## config.mk

```make
export PLATFORM = sky130hd
export DESIGN_NAME = ov7670_frame_gen
export DESIGN_NICKNAME = d
export VERILOG_FILES = /design/src/rtl/ov7670_frame_gen.sv
export SDC_FILE = /design/constraint.sdc
export NUM_CORES = 1
export LEC_CHECK = 0
export BUFFER_PORTS_ARGS = -buffer_cell sky130_fd_sc_hd__buf_4
export CAP_MARGIN = 20
export CELL_PAD_IN_SITES_DETAIL_PLACEMENT = 0
export CELL_PAD_IN_SITES_GLOBAL_PLACEMENT = 2
export CORE_UTILIZATION = 35
export CTS_CLUSTER_SIZE = 16
export DETAILED_ROUTE_END_ITERATION = 10
export PLACE_DENSITY_LB_ADDON = 0.1
export SKIP_CTS_REPAIR_TIMING = 1
export SYNTH_ARGS = -nofsm -noshare
export SYNTH_HDL_FRONTEND = slang
export SYNTH_SLANG_ARGS = --single-unit
```

## constraint.sdc

```tcl
create_clock -name clk -period 2.74 [get_ports clk]
set_input_delay 0.274 -clock clk [delete_from_list [all_inputs] [get_ports clk]]
set_output_delay 0.274 -clock clk [all_outputs]
set_load 0.01 [all_outputs]
```

## src/rtl/ov7670_frame_gen.sv

```systemverilog
// OV7670-style DVP transmitter: VSYNC/HREF/8-bit RGB565 stream with a
// deterministic {x, y, frame} test pattern, one byte per clk.
module ov7670_frame_gen #(
    parameter int H_PIXELS  = 160,
    parameter int V_LINES   = 120,
    parameter int VSYNC_LEN = 3,
    parameter int V_BACK    = 17,
    parameter int H_BLANK   = 16,
    parameter int V_FRONT   = 10
) (
    input  logic       clk,
    input  logic       in_reset,
    input  logic       enable,
    output logic       vsync,
    output logic       href,
    output logic [7:0] data,
    output logic       frame_done,
    output logic [7:0] frame_cnt
);

    localparam int LINE_BYTES = 2 * H_PIXELS;
    localparam int M1   = (VSYNC_LEN > V_BACK) ? VSYNC_LEN : V_BACK;
    localparam int M2   = (M1 > LINE_BYTES) ? M1 : LINE_BYTES;
    localparam int M3   = (M2 > H_BLANK) ? M2 : H_BLANK;
    localparam int CMAX = (M3 > V_FRONT) ? M3 : V_FRONT;
    localparam int CW   = $clog2(CMAX);
    localparam int YW   = (V_LINES > 1) ? $clog2(V_LINES) : 1;

    localparam logic [CW-1:0] VS_LAST = CW'(VSYNC_LEN - 1);
    localparam logic [CW-1:0] VB_LAST = CW'(V_BACK - 1);
    localparam logic [CW-1:0] LN_LAST = CW'(LINE_BYTES - 1);
    localparam logic [CW-1:0] HB_LAST = CW'(H_BLANK - 1);
    localparam logic [CW-1:0] VF_LAST = CW'(V_FRONT - 1);
    localparam logic [YW-1:0] Y_LAST  = YW'(V_LINES - 1);

    typedef enum logic [2:0] {
        ST_IDLE,
        ST_VSYNC,
        ST_VBACK,
        ST_LINE,
        ST_HBLANK,
        ST_VFRONT
    } state_t;

    state_t        state, state_n;
    logic [CW-1:0] cnt, cnt_n;
    logic [YW-1:0] y, y_n;
    logic          end_frame;
    logic [CW-1:0] xi;
    logic [15:0]   pixel;
    logic [7:0]    byte_n;

    always_comb begin
        state_n   = state;
        cnt_n     = cnt;
        y_n       = y;
        end_frame = 1'b0;
        case (state)
            ST_IDLE: begin
                if (enable) begin
                    state_n = ST_VSYNC;
                    cnt_n   = '0;
                end
            end
            ST_VSYNC: begin
                if (cnt == VS_LAST) begin
                    state_n = ST_VBACK;
                    cnt_n   = '0;
                end else begin
                    cnt_n = cnt + 1'b1;
                end
            end
            ST_VBACK: begin
                if (cnt == VB_LAST) begin
                    state_n = ST_LINE;
                    cnt_n   = '0;
                    y_n     = '0;
                end else begin
                    cnt_n = cnt + 1'b1;
                end
            end
            ST_LINE: begin
                if (cnt == LN_LAST) begin
                    state_n = ST_HBLANK;
                    cnt_n   = '0;
                end else begin
                    cnt_n = cnt + 1'b1;
                end
            end
            ST_HBLANK: begin
                if (cnt == HB_LAST) begin
                    cnt_n = '0;
                    if (y == Y_LAST) begin
                        state_n = ST_VFRONT;
                    end else begin
                        state_n = ST_LINE;
                        y_n     = y + 1'b1;
                    end
                end else begin
                    cnt_n = cnt + 1'b1;
                end
            end
            ST_VFRONT: begin
                if (cnt == VF_LAST) begin
                    end_frame = 1'b1;
                    cnt_n     = '0;
                    state_n   = enable ? ST_VSYNC : ST_IDLE;
                end else begin
                    cnt_n = cnt + 1'b1;
                end
            end
            default: begin
                state_n = ST_IDLE;
                cnt_n   = '0;
                y_n     = '0;
            end
        endcase

        // Outputs are decoded from the next state so they register in step with it.
        xi     = cnt_n >> 1;
        pixel  = {5'(xi), 6'(y_n), frame_cnt[4:0]};
        byte_n = cnt_n[0] ? pixel[7:0] : pixel[15:8];
    end

    always_ff @(posedge clk) begin
        if (in_reset) begin
            state      <= ST_IDLE;
            cnt        <= '0;
            y          <= '0;
            vsync      <= 1'b0;
            href       <= 1'b0;
            data       <= '0;
            frame_done <= 1'b0;
            frame_cnt  <= '0;
        end else begin
            state      <= state_n;
            cnt        <= cnt_n;
            y          <= y_n;
            vsync      <= (state_n == ST_VSYNC);
            href       <= (state_n == ST_LINE);
            data       <= (state_n == ST_LINE) ? byte_n : '0;
            frame_done <= (state_n == ST_VFRONT) && (cnt_n == VF_LAST);
            if (end_frame) begin
                frame_cnt <= frame_cnt + 1'b1;
            end
        end
    end

endmodule

```

Word-level counts from Yosys, hierarchy flattened:

Cells that the tools add are included.

* logic and storage cells: 60
* register bits after elaboration: 38
* output and inout port bits: 19
* bits of input ports: 3

* eq/ne operators: 18
* mux-type cells: 23
* reductions and logical operators: 5
* $add $sub $neg: 3
* bitwise operators: 2

Operators by type and width (count)
* 9-bit 2-to-1 mux: 6
* 9-bit one-hot mux with 6 select lines: 1
* 9-bit by 4-bit == test with 1-bit output, second input constant: 3
* 3-bit 2-to-1 mux: 7
* 7-bit 2-to-1 mux: 3
* 7-bit one-hot mux with 3 select lines: 1
* 3-bit one-hot mux with 6 select lines: 1
* 9-bit by 1-bit adder with 9-bit output, second input constant: 1
* 3-bit by 2-bit == test with 1-bit output, second input constant: 3
* 3-bit == test, second input constant: 3
* 9-bit by 2-bit == test with 1-bit output, second input constant: 1
* 9-bit by 5-bit == test with 1-bit output, second input constant: 1
* 9-bit == test, second input constant: 1
* 8-bit by 1-bit adder with 8-bit output, second input constant: 1
* 8-bit 2-to-1 mux: 1
* 7-bit by 1-bit adder with 7-bit output, second input constant: 1
* 7-bit == test, second input constant: 1
* 3-bit by 1-bit == test with 1-bit output, second input constant: 2
* 2-bit inequality test, second input constant: 3
* 4-bit AND reduction: 1
* 4-bit OR reduction: 1
* 3-bit logical NOT: 1
* 1-bit 2-to-1 mux: 3
* 1-bit inverter: 2
* 2 further kinds: 2

Depth between registers and ports, before layout:

* depth in word-level cells: 7
* gate-level depth with buffers: 10
* gate-level depth less buffers: 9

Worst setup path before layout:

Ideal clock, no wire load.

* kind: reg-to-reg
* from: register cnt[0]
* to: register data[0]
* slack: 0.338 ns
* period minus slack after synthesis: 2.402 ns
* buffers on the path: 1
* setup time: 0.079 ns
* stages on the path, launching flop included: 10
* data arrival time: 2.323 ns
* required time: 2.661 ns
* cell sequence: dfxtp_1 -> ha_1 -> nand3_1 -> o311a_1 -> o31ai_4 -> nand2_4 -> o21ai_4 -> buf_6 -> nor2_2 -> a211oi_2

* cells in the longest elaborated chain, start to end: 6
* elaborated cells on any way between the ends: 26
* classes of those cells: add/sub (1); eq/ne (6); mux (17); bitwise (1); reduce/logical (1)

RTL lines
* start: declaration: line 46 `logic [CW-1:0] cnt, cnt_n;`
* start signal: assignment: line 137 `cnt <= cnt_n;`
* branches (longest 6 deep; another with 9-bit by 1-bit adder with 9-bit output)
* end signal: assignment: line 141 `data <= (state_n == ST_LINE) ? byte_n : '0;`
* end: declaration: line 16 `output logic [7:0] data,`

Several ways; the timed one is not identified. The select of a mux whose other input is x is not followed.
A chain may end at the register's enable or synchronous reset.

Worst setup path after layout:

* from: register cnt[0]
* to: register frame_done

* cells in the longest elaborated chain, start to end: 5
* elaborated cells on any way between the ends: 22
* classes of those cells: add/sub (1); eq/ne (7); mux (13); reduce/logical (1)

RTL lines
* 9-bit by 1-bit adder with 9-bit output (tied with other cells)
* 9-bit 2-to-1 mux (tied with other cells): line 104 `if (cnt == VF_LAST) begin`
* 9-bit one-hot mux with 6 select lines or 3-bit one-hot mux with 6 select lines (tied branches): line 58 `case (state)`
* 9-bit by 4-bit == test with 1-bit output or 3-bit == test (tied branches): line 142 `frame_done <= (state_n == ST_VFRONT) && (cnt_n == VF_LAST);`
* 1-bit logical AND *: line 142
* end signal: assignment: line 142
* end: declaration: line 17 `output logic frame_done,`

Every way passes the cells marked *; elsewhere a longest branch is shown, timed or not.

==> run_results.csv <==
group,metric,value,unit
worst_hold_path,whs_path_depth,2,
synthesis,synthCells,238,
detailed_routing,wirelength,5326,µm
place,numPortBuffers,21,
critical_path,startpoint_type,"register",
clocking,clk_pin_slew,0.08,ns
clocking,cts_num_sinks,38,
clocking,cts_tree,"built",
critical_path,path_depth,9,
place,dp_cells,333,
detailed_routing,viasPerCell,5.437,
timing,fin_crit,2.527,ns
floorplanning,die_h,78.94,µm
detailed_routing,drtIter0Drc,76,
detailed_routing,vias,1854,
synthesis,synth_seq_cells,38,
timing,rsz0062_at_grt,"no",
synthesis,syn-num-nets,247,
floorplanning,ios,22,
timing,fin_setup_tns,0,ns
synthesis,seq_area_frac_synth,0.3671,
run,cap_viol_max_count,0,
worst_hold_path,hold_path_class,"input pin to register",
floorplanning,core-area,0.005608,mm²
clocking,numCtsBuffers,5,
floorplanning,num_rows,27,
critical_path,critPathKind,"register to register",
grt,grt_pass1_vias,1775,
final_layout,ff_latch_area,760.7,µm²
timing,fin_crit_sh,0.9224,
final_layout,diodes,0,
final_layout,syn2layout_area_growth,21.20,%
grt,antenna_found_initial,0,
clocking,clockBufferDepth,2,
place,gp_congestion,0.8081,
power_and_ir_drop,vdd_drop_max,0.3287,mV
synthesis,synth-edff-count,0,
final_layout,layout_common_cells,"38 x dfxtp_1, 34 x buf_4, 31 x nor2_1",
critical_path,required,2.97,ns
critical_path,crit_path_max_incr_delay,0.46,ns
grt,grt_util_all_layers,0.1831,
final_layout,fillers,579,
floorplanning,die-area,0.006232,mm²
grt,grt_pass1_wl,8790,µm
grt,grt_overflow,0,
timing,maxSlewHeadroom,0.5676,
timing,drv_slew,0,
synthesis,synth.distinct_cells,56,
synthesis,synth_area_per_cell,8.706,µm²
critical_path,cp_top_family,"compound AO/OA/AOI/OAI gates",
floorplanning,initial_core_util,0.3695,
timing,worst_pin_slew,0.6461,ns
synthesis,yosysWarnings,0,
final_layout,nets,277,
synthesis,synthFlopType,"dfxtp_1",
floorplanning,die_x,78.94,µm
detailed_routing,post_drt_wl_per_cell,15.62,µm
detailed_routing,drtAntennaViolNets,0,
clocking,clk_latency,0.29,ns
timing,setup_viol,0,
clocking,cts.htree.levels,2,
synthesis,netlist_area,0.002072,mm²
critical_path,path_cells,"ha_1, nand3_1, o311a_1, o31ai_4, nand2_4, buf_4, a31oi_2, a21boi_1, and4b_1",
critical_path,ff2ff_setup_slack,0.21,ns
final_layout,drive_above_1_share,0.2007,
worst_hold_path,min_from,"in_reset",
timing,fin_worst_skew,0.01026,ns
critical_path,rr_startpoint,"cnt[0]",
critical_path,crit_buf_inv,1,
clocking,cts-root-buf,"clkbuf_8",
place,dp_hpwl,3960,µm
critical_path,crit_slowest_cell,"dfxtp_1",
grt,grt_max_degree,24,
outcome,status,"completed",
power_and_ir_drop,power.density,531.6,mW/mm²
final_layout,multi_input_area,0.001216,mm²
timing,hold_violations,0,
critical_path,endpoint_kind,"register",
critical_path,cp.arrival,2.76,ns
critical_path,path_max_fanout,9,
detailed_routing,dr.pass1.iters,4,
critical_path,r2r_cells,9,
critical_path,critPathLaunch,"cnt[0]",
final_layout,final_common_cell,"dfxtp_1",
synthesis,ys_async_sr_fraction,0,
detailed_routing,post-route-drc-count,0,
timing,fmax,0.3957,GHz
power_and_ir_drop,p_leak,0.9734,nW
final_layout,finalNonFillerCells,341,
-- path summary, 6_finish.rpt --
path                   to
min reg2reg          y[6]
max            frame_done
min          frame_cnt[2]
max reg2reg    frame_done
-- power by group --
part	switching, mW	leakage (nW)	internal, mW
combinational	0.104	0.595	0.0693
sequential	0.00942	0.307	0.560
clock	0.204	0.0714	0.389
total	0.317	0.973	1.02
-- routing by layer --
| metal | part of all wire | wire, µm | global-route usage |
|---|---|---|---|
| met1 | 0.51 | 2691 | 0.2505 |
| met3 | 0.037 | 196 | 0.03333 |
| met2 | 0.45 | 2386 | 0.2843 |
| met4 | 0.0096 | 51 | 0.07091 |
| met5 | 0 | 0 | 0 |
-- sequential cells by signal, summed over array words and instances, names as in the netlist --
register / count
href: 1
y: 7
state: 3
data: 8
frame_cnt: 8
vsync: 1
frame_done: 1
cnt: 9
-- Yosys cell counts, types with 4 or more instances --
library cell   n  area, µm²
nand2_1       10      37.54
inv_1          7      26.28
o21ai_0        9      45.04
dfxtp_1       38      760.7
nor3_1         6      30.03
xor2_1         5      43.79
a31oi_1        5      31.28
nand4_1        4      25.02
nor2b_1        6      37.54
a211oi_1       5      37.54
xnor2_1        5      43.79
a311oi_1       7      61.31
nor2_1        31      116.4
nand3_1       11      55.05
ha_1           6      75.07
clkbuf_1       8      30.03
a21oi_1       12      60.06
-- logic make-up (layout without fill, tap and decap cells) --
group / Yosys count / count (layout) / synth area share
xor gates and xnor gates: 10 / 10 / 0.04227
DFF: 38 / 38 / 0.3671
muxes: 4 / 4 / 0.01993
AOI/OAI and AO/OA: 65 / 65 / 0.2397
adders and majority gates: 6 / 6 / 0.03623
buffers and inverters: 19 / 50 / 0.04589
and+or+nand+nor: 96 / 96 / 0.2488
-- layout make-up --
| class | count | share of cell area |
|---|---|---|
| Inverter | 7 | 0.01046 |
| Clock inverter | 2 | 0.02392 |
| Timing Repair Buffer | 35 | 0.1096 |
| Clock buffer | 6 | 0.03288 |
| Sequential cell | 38 | 0.3029 |
| Multi-Input combinational cell | 181 | 0.4843 |
| Tap cell | 72 | 0.03587 |
-- through the flow --
step                hold slack, ns  worst slack (ns)  area, µm²  power (mW)  utilization
floorplan                   0.3461            0.3380       2072      0.6998            -
global placement            0.4882            0.1765       2369      0.7566       0.4224
detailed placement          0.5025            0.2279       2369      0.7543       0.4224
CTS                         0.3408            0.2079       2511       1.351       0.4478
global route                0.3468           0.01553       2511       1.392       0.4478
finish                      0.3406            0.2127       2511       1.335       0.4478
-- worst reg2reg max path, cell delays in order, from the launching register on --
cell      delay, ns
dfxtp_1        0.46
ha_1           0.27
nand3_1        0.13
o311a_1        0.41
o31ai_4        0.30
nand2_4        0.14
buf_4          0.20
a31oi_2        0.21
a21boi_1       0.17
and4b_1        0.18
No activity file was read; power rests on OpenSTA's default activity.
